[src/rtl/icache.sv]
// Direct-mapped instruction cache, one-word frames, blocking miss fill.
// Optional ICACHE_FILL_FWD_EN forwards iload to the datapath in the fill cycle.
module icache #(
   parameter int SETS = 16
) (
   input  logic        CLK,
   input  logic        nRST,
   input  logic        imemREN,
   input  logic [31:0] imemaddr,
   output logic        ihit,
   output logic [31:0] imemload,
   output logic        iREN,
   output logic [31:0] iaddr,
   input  logic        iwait,
   input  logic [31:0] iload
);

   localparam int IDX_W = $clog2(SETS);
   localparam int TAG_W = 30 - IDX_W;

   typedef enum logic {IDLE, FETCH} state_t;

   state_t state, next_state;

   logic [SETS-1:0]  valid;
   logic [TAG_W-1:0] tags [SETS];
   logic [31:0]      data [SETS];
   logic [31:0]      miss_addr;

   logic [IDX_W-1:0] idx, midx;
   logic [TAG_W-1:0] tag, mtag;
   logic             hit;
   logic             fill;

   assign idx  = imemaddr[IDX_W+1:2];
   assign tag  = imemaddr[31:IDX_W+2];
   assign midx = miss_addr[IDX_W+1:2];
   assign mtag = miss_addr[31:IDX_W+2];
   assign hit  = imemREN & valid[idx] & (tags[idx] == tag);
   assign fill = (state == FETCH) & ~iwait;

   // State and latched miss address; reset drops any fetch in flight.
   always_ff @(posedge CLK or negedge nRST) begin
      if (!nRST) begin
         state     <= IDLE;
         miss_addr <= '0;
      end else begin
         state <= next_state;
         if (state == IDLE && imemREN && !hit)
            miss_addr <= {imemaddr[31:2], 2'b00};
      end
   end

   // Frame storage: written only when the memory returns the miss word.
   always_ff @(posedge CLK or negedge nRST) begin
      if (!nRST) begin
         valid <= '0;
         for (int i = 0; i < SETS; i++) begin
            tags[i] <= '0;
            data[i] <= '0;
         end
      end else if (fill) begin
         valid[midx] <= 1'b1;
         tags[midx]  <= mtag;
         data[midx]  <= iload;
      end
   end

   // Next state and all outputs; hit path is purely combinational.
   always_comb begin
      next_state = state;
      ihit       = 1'b0;
      imemload   = '0;
      iREN       = 1'b0;
      iaddr      = '0;
      unique case (state)
         IDLE: begin
            ihit = hit;
            if (hit)
               imemload = data[idx];
            if (imemREN && !hit)
               next_state = FETCH;
         end
         FETCH: begin
            iREN  = 1'b1;
            iaddr = miss_addr;
`ifdef ICACHE_FILL_FWD_EN
            if (!iwait && imemREN &&
                imemaddr[31:2] == miss_addr[31:2]) begin
               ihit     = 1'b1;
               imemload = iload;
            end
`endif
            if (!iwait)
               next_state = IDLE;
         end
         default: next_state = IDLE;
      endcase
   end

endmodule

[config.mk]
export PLATFORM = sky130hd
export DESIGN_NAME = icache
export DESIGN_NICKNAME = d
export VERILOG_FILES = /design/src/rtl/icache.sv
export SDC_FILE = /design/constraint.sdc
export NUM_CORES = 1
export LEC_CHECK = 0
export CAP_MARGIN = 20
export CORE_MARGIN = 1
export CORE_UTILIZATION = 55
export CTS_BUF_LIST = sky130_fd_sc_hd__clkbuf_16
export CTS_CLUSTER_DIAMETER = 150
export DETAILED_ROUTE_END_ITERATION = 6
export GPL_TIMING_DRIVEN = 1
export PLACE_DENSITY = 0.74
export SLEW_MARGIN = 20
export SYNTH_ARGS = -nofsm -noshare
export SYNTH_HDL_FRONTEND = slang
export SYNTH_SLANG_ARGS = --single-unit
[constraint.sdc]
create_clock -name CLK -period 4.7 [get_ports CLK]
set_input_delay 0.94 -clock CLK [delete_from_list [all_inputs] [get_ports CLK]]
set_output_delay 0.94 -clock CLK [all_outputs]
set_load 0.01 [all_outputs]
After elaboration in Yosys (flattened, before gate mapping)
Cells that the tools add are included.

Output and inout port bits: 66. Register bits: 975. Logic and storage cells: 80. Input bits: 68.

Muxes and demuxes: 24. Reduce and logical (&&, ||, !) cells: 6. Order comparisons: 6. Equality and inequality tests: 1. Bitwise operators: 8.

Operators with widths (count): bitwise mux 512 bit (1); bitwise mux 416 bit (1); two-way mux 32 bit (6); binary-select mux 32 bit (select 4 bit) (1); demux 32 bit (select 4 bit) (1); binary-select mux 26 bit (select 4 bit) (1); demux 26 bit (select 4 bit) (1); two-way mux 26 bit (3); equality test 26 bit (1); bitwise OR 16 bit (1); >= comparator 5 bit (second input constant) (2); < comparator 4 x 5 -> 1 bit (second input constant) (2); NOT 4 -> 5 bit (2); two-way mux 1 bit (6); logical AND 1 bit (5); < comparator 5 x 1 -> 1 bit (second input constant) (1); binary-select mux 1 bit (select 4 bit) (1); demux 1 bit (select 4 bit) (1); >= comparator 4 x 1 -> 1 bit (second input constant) (1); bitwise AND 1 bit (3); NOT 1 bit (2); one-hot mux 1 bit (2 select lines) (1); logical NOT 1 bit (1).

Depth between registers and ports, before layout
Gate-level depths: netlist of run 1.

Depth after elaboration: 10. Mapped depth: 13. Gate-level depth less buffers: 8.

Least setup slack after synthesis of run 1
OpenSTA, ideal clock, no wires.

Path type: input-to-output. Start: in imemaddr[2]. End: out imemload[0]. Path buffers: 6. Stages: 9. Path slack: 0.080 ns. Required time: 3.760 ns. Arrival: 3.680 ns. Path through: buf_6 -> buf_6 -> buf_2 -> buf_1 -> buf_2 -> buf_2 -> mux4_2 -> mux4_2 -> and2_1.

Cells in the longest elaborated chain, start to end: 8. Elaborated cells on any way between the ends: 14. Those cells by class: 1 x eq/ne; 10 x mux; 3 x bitwise.

Ends and longest elaborated chain: from (decl) (RTL line 9) `input logic [31:0] imemaddr,`; NOT 4 -> 5 bit (implied by the code) (RTL line 39, 80); binary-select mux 26 bit (select 4 bit) (RTL line 39) `assign hit = imemREN & valid[idx] & (tags[idx] == tag);`; two-way mux 26 bit (implied by the code) (2 in a row) (RTL line 39); equality test 26 bit (RTL line 39); bitwise AND 1 bit (RTL line 39); two-way mux 32 bit * (RTL line 79) `if (hit)`; two-way mux 32 bit * (RTL line 76) `unique case (state)`; to (decl) (RTL line 11) `output logic [31:0] imemload,`.

Mark *: on every way between the ends. The rest lies on a longest branch, timed or not. The select of a mux whose other input is x is not followed.

Final worst setup path of run 1
Start: in imemaddr[4]. End: out imemload[31].

The elaborated chain is that of the path after synthesis.

==> flow_summary.toml, run 1 <==
[sta]
setup_slack_ns = -0.219
relSlewSlack_pct = 35.4
fin_tns_setup_ns = -3.92
hold_violations = 0
setup_violations = 33
holdWs_ns = 0.332
finClkSkew_ns = 0.0138
fin_crit_sh_pct = 105
fmax_mhz = 203
rsz0062_at_grt = "yes"
worst_pin_slew_ns = 0.970
period_needed_ns = 4.92
maxSlewViolCount = 0

[synthesis]
synth-main-ff-cell = "dfrtp_1"
syn-mean-instance-area_sq_um = 16.0
ys_seq_area_share_pct = 54.9
async_flop_share_pct = 100
netlist_area_sq_mm = 0.0444
synth-edff-count = 0
synth-seq-cells = 975
synth_top_area_share_pct = 54.9
synth_largest_area_cell = "dfrtp_1"
synth_common_cells = "dfrtp_1, mux2_2, mux4_2, clkbuf_1, buf_1"
synthTopCellsByArea = "dfrtp_1, mux2_2, mux4_2, mux2i_1, clkbuf_1"
synth_cell_types = 53
yosys_warnings = 0
synth_cells = 2784
synth_most_common_cell = "dfrtp_1"

[place]
dpl.hpwl_mm = 64.1
dp_slack_ns = -0.726
gp_congestion = 0.836
post_dp_cell_area_sq_mm = 0.0474
place_inst = 3857
io_buffers = 129

[cells_and_area]
multi_input_area_sq_mm = 0.0192
seq_area_sq_mm = 0.0244
syn2layout_area_growth_pct = 15.8
nNetsFinal = 3013
postLayoutCoreUtil_pct = 64.8
design_area_sq_mm = 0.0514
instances_no_fill = 4080
nFillCells = 5462
layout-drive-gt1-share_pct = 53.9

[clock_network]
clkLatencyLatePin_ns = 0.66
htreeDepth = 3
ctsRootBufferMaster = "clkbuf_16"
numCtsBuffers = 100
clk_pin_slew_worst_paths_ns = 0.06
cts_tree = "yes"
clkSinkCount = 975
clock_path_buffers = 3
hold_buffers = 0

[critical_path]
reg2reg_slack_ns = 1.13
rr_endpoint = "data[38]"
end_kind = "output pin"
cp_max_fo = 5
required_ns = 3.76
r2r-start = "state"
critPathLaunchType = "input port"
worst_r2r_path_depth = 7
cp_data_arrival_time_ns = 3.98
worstSetupPathType = "input port to output pin"

[global_routing]
track_usage_pct = 28.4
grt_max_degree = 129
grt_pass1_vias = 27800
grt_pass1_wl_mm = 174
grt_antenna_before_repair = 9
grt_overflow = 0

[routing]
drt_iter0_drc = 1939
via_count = 25500
postRouteAntennaNets = 0
wl_per_cell_um = 27.8
firstDrtPassIters = 5
post-route-drc-count = 0
viasPerCell = 6.25
wirelength_mm = 113

[die]
die_y_um = 286
core_area_sq_mm = 0.0794
row_count = 103
io-pin-count = 134
die_w_um = 286
dieArea_sq_mm = 0.0819
initial_utilization_pct = 55.9

[hold_path]
hp-class = "input port to async pin"

[power]
leakage_nw = 23.6
irDropWorstVdd_mv = 0.282
powerDensity_mw_per_mm2 = 551
fin_total_pwr_mw = 28.4

[outcome]
status = "finished with violations"
violations = "negative setup slack"

[run]
drv_cap = 0
worst max path at each step:
stage	cells after the start	start	to	slack (ns)
final	15	imemaddr[4]	imemload[31]	-0.22
after global placement	13	imemaddr[4]	imemload[3]	-0.66
after detailed placement	13	imemaddr[4]	imemload[24]	-0.73
after CTS	15	imemaddr[4]	imemload[17]	-0.25
after global routing	15	imemaddr[4]	imemload[31]	-0.31
after floorplan	9	imemaddr[2]	imemload[0]	0.08
timing repair:
| action | in CTS | in global routing |
|---|---|---|
| cloned | 8 | 1 |
| resized for setup | 206 | 40 |
| buffers inserted | 26 | 5 |
| pin swaps | 8 | 8 |
| setup endpoints to repair | 33 | 33 |
routing by layer:
metal	share of wire (%)	vias to the layer above	routed length (um)	GRT usage, %
met5	0.064	-	73	0
met4	2.6	12	3000	8.93
met3	5.9	183	6650	5.69
met2	48	702	54000	44.6
met1	44	13900	49700	40.3
li1	-	10700	-	-
cell usage in the layout, fill, tap and decap left out, types with 13 or more instances in the layout:
| cell | synthesis | routed |
|---|---|---|
| mux2_2 | 947 | 947 |
| nand2b_1 | 15 | 15 |
| buf_6 | 10 | 37 |
| mux4_2 | 235 | 235 |
| xnor2_1 | 16 | 13 |
| mux2_4 | 29 | 29 |
| buf_4 | 14 | 112 |
| mux2i_1 | 66 | 64 |
| nand2_1 | 26 | 16 |
| clkinv_1 | 1 | 22 |
| a22oi_1 | 24 | 21 |
| clkdlybuf4s50_1 | 0 | 91 |
| inv_1 | 5 | 30 |
| and2_4 | 0 | 21 |
| and2_1 | 65 | 44 |
| clkinv_2 | 0 | 22 |
| dfrtp_1 | 975 | 975 |
| buf_12 | 0 | 34 |
| clkbuf_16 | 0 | 104 |
registers in the layout, indices dropped and copies added (netlist names):
| signal | cells |
|---|---|
| data | 512 |
| miss_addr | 30 |
| valid | 16 |
| state | 1 |
| tags | 416 |
critical path, cell delays in order:
cell and delay [ns]:
buf_16 0.12, buf_4 0.12, mux4_2 0.50, a22oi_2 0.19, nand2_1 0.08, xor2_1 0.16
or4_4 0.53, nor4_4 0.22, buf_4 0.18, and4_4 0.28, buf_12 0.15, buf_16 0.14
buf_12 0.12, and2_4 0.13, buf_6 0.09
power by group:
group	switching [mW]	internal, mW	total (mW)
clock	3.30	4.33	7.63
sequential	1.95	11.8	13.8
combinational	2.40	4.56	6.97
total	7.65	20.7	28.4
kinds of logic (layout without fill, tap and decap cells):
group                     after synthesis  after routing  share of synthesized area (%)
buffers and inverters                 250            491                           2.47
other                                   1              6                        0.00844
AOI/OAI and AO/OA                      80             80                           1.35
and+or+nand+nor                       174            174                           2.29
muxes                                1277           1277                           38.4
xor gates and xnor gates               27             27                          0.532
DFF                                   975            975                           54.9
area by class of cell:
class	count	area share [%]
Clock buffer	103	5.01
Timing Repair Buffer	302	6.45
Multi-Input combinational cell	1560	37.4
Sequential cell	975	47.4
Tap cell	1050	2.55
Antenna cell	4	0.0195
Clock inverter	80	1.07
Inverter	6	0.0487
No activity file was read; power rests on OpenSTA's default activity.
==> run 2, diff against run 1 <==
CTS_BUF_LIST = unset   (was sky130_fd_sc_hd__clkbuf_16)
PLACE_DENSITY = unset   (was 0.74)
PLACE_DENSITY_LB_ADDON = 0.25   (was unset)
==> flow_summary.toml, run 2 (synthesis gave the netlist of run 1 again) <==
[cells_and_area]
design_area_sq_mm = 0.0520
top_regs = "data x512, tags x416, miss_addr x30"
syn2layout_area_growth_pct = 17.1
regMostFlops = "data"
final_common_cell = "dfrtp_1"
largest_register_ffs = 512
layout-drive-gt1-share_pct = 55.6
final_cell_mix = "dfrtp_1, mux2_2, mux4_2, buf_4, clkbuf_16"
nNetsFinal = 3018

[die]
die_w_um = 286
io-pin-count = 134
dieArea_sq_mm = 0.0819
die_y_um = 286
core_area_sq_mm = 0.0794
row_count = 103
initial_utilization_pct = 55.9

[clock_network]
clkSinkCount = 975
hold_buffers = 0
htreeDepth = 3
clk_pin_slew_worst_paths_ns = 0.06
numCtsBuffers = 101
cts_tree = "yes"
ctsRootBufferMaster = "clkbuf_16"
clkLatencyLatePin_ns = 0.67
clock_path_buffers = 3

[sta]
maxSlewViolCount = 0
relSlewSlack_pct = 27.1
finClkSkew_ns = 0.0230
fmax_mhz = 206
period_needed_ns = 4.86
fin_crit_sh_pct = 104
setup_violations = 32
rsz0062_at_grt = "yes"
setup_slack_ns = -0.165
hold_violations = 0
worst_pin_slew_ns = 1.09

[global_routing]
grt_pass1_wl_mm = 175
met2_usage_pct = 46.7
globalRouteMet3Util_pct = 4.00
top_usage_layer = "met2"
grt_util_met1_pct = 39.9
track_usage_pct = 28.6
grt_antenna_before_repair = 7
grt_overflow = 0
grt_pass1_vias = 27900
grt_max_degree = 122

[critical_path]
required_ns = 3.76
cp_max_fo = 8
end_kind = "output pin"
critPathLaunchType = "input port"
cp_data_arrival_time_ns = 3.92
worstSetupPathType = "input port to output pin"

[routing]
viasPerCell = 6.30
wirelength_mm = 114
via_count = 25700
firstDrtPassIters = 5
drt_iter0_drc = 1832
wl_per_cell_um = 28.0
postRouteAntennaNets = 0
post-route-drc-count = 0

[place]
io_buffers = 129
post_dp_cell_area_sq_mm = 0.0477
gp_congestion = 0.812
dpl.hpwl_mm = 63.7

[power]
fin_total_pwr_mw = 28.9
irDropWorstVdd_mv = 0.328
leakage_nw = 23.8
powerDensity_mw_per_mm2 = 557

[outcome]
status = "finished with violations"
violations = "negative setup slack"

[hold_path]
hp-class = "input port to async pin"

[run]
drv_cap = 0
==> run 2: where the power goes <==
| part | total [mW] | internal, mW | switching [mW] |
|---|---|---|---|
| Sequential | 13.8 | 11.8 | 1.96 |
| Combinational | 7.06 | 4.60 | 2.45 |
| Clock | 8.11 | 4.80 | 3.32 |
==> run 2: cell type report <==
type	instances	area, sq um
antenna	2	5.00
clock buffer	138	2860
clock inverter	43	504
fill	5473	27400
inverter	6	23.8
multi-input combinational	1560	19300
sequential	975	24400
tap	1050	1310
timing repair buffer	306	3550
==> run 2: worst paths after layout <==
kind / from / endpoint / slack (ns) / cells past startpoint
setup / recovery: imemaddr[2] / imemload[6] / -0.16 / 14
hold / removal: nRST / tags[399] / 0.30 / 1
setup reg to reg: tags[323] / miss_addr[20] / 0.95 / 14
hold reg to reg: valid[5] / valid[5] / 0.46 / 1
max in group asynchronous: nRST / data[356] / 3.14 / 3
min in group CLK: valid[5] / valid[5] / 0.46 / 1
==> run 2: metal layers <==
metal | wire length, um | vias up
li1 | - | 10700
met5 | 54 | -
met1 | 48600 | 14000
met2 | 56300 | 758
met3 | 5920 | 224
met4 | 3530 | 8
==> run 2: critical path, stage by stage <==
cell	delay (ns)
buf_16	0.13
buf_12	0.15
buf_12	0.12
mux4_2	0.51
mux2i_2	0.22
xnor2_2	0.13
a21boi_1	0.24
o2111ai_2	0.21
nor4_4	0.33
and4_4	0.32
buf_12	0.16
buf_12	0.15
and2_4	0.16
buf_6	0.09
==> run 2: timing repair <==
item                                   4_1_cts  5_1_grt
gates resized for setup                    222       49
setup endpoints to repair                   33       33
pin swaps                                   21       11
endpoints found under the hold margin        0        0
cloned                                       9        0
buffers inserted                            17        1
==> run 2: through the flow <==
step	worst slack (ns)	cells	TNS [ns]	hold slack, ns	util, %
finish	-0.165	4080	-3.55	0.299	65.5
detailed placement	-0.776	3870	-24.57	0.451	60.1
CTS	-0.0523	4076	-0.463	0.466	65.1
global route	-0.206	4078	-5.15	0.321	65.5
floorplan	0.0797	2785	0	0.429	-
global placement	-0.716	3870	-22.90	0.444	60.1
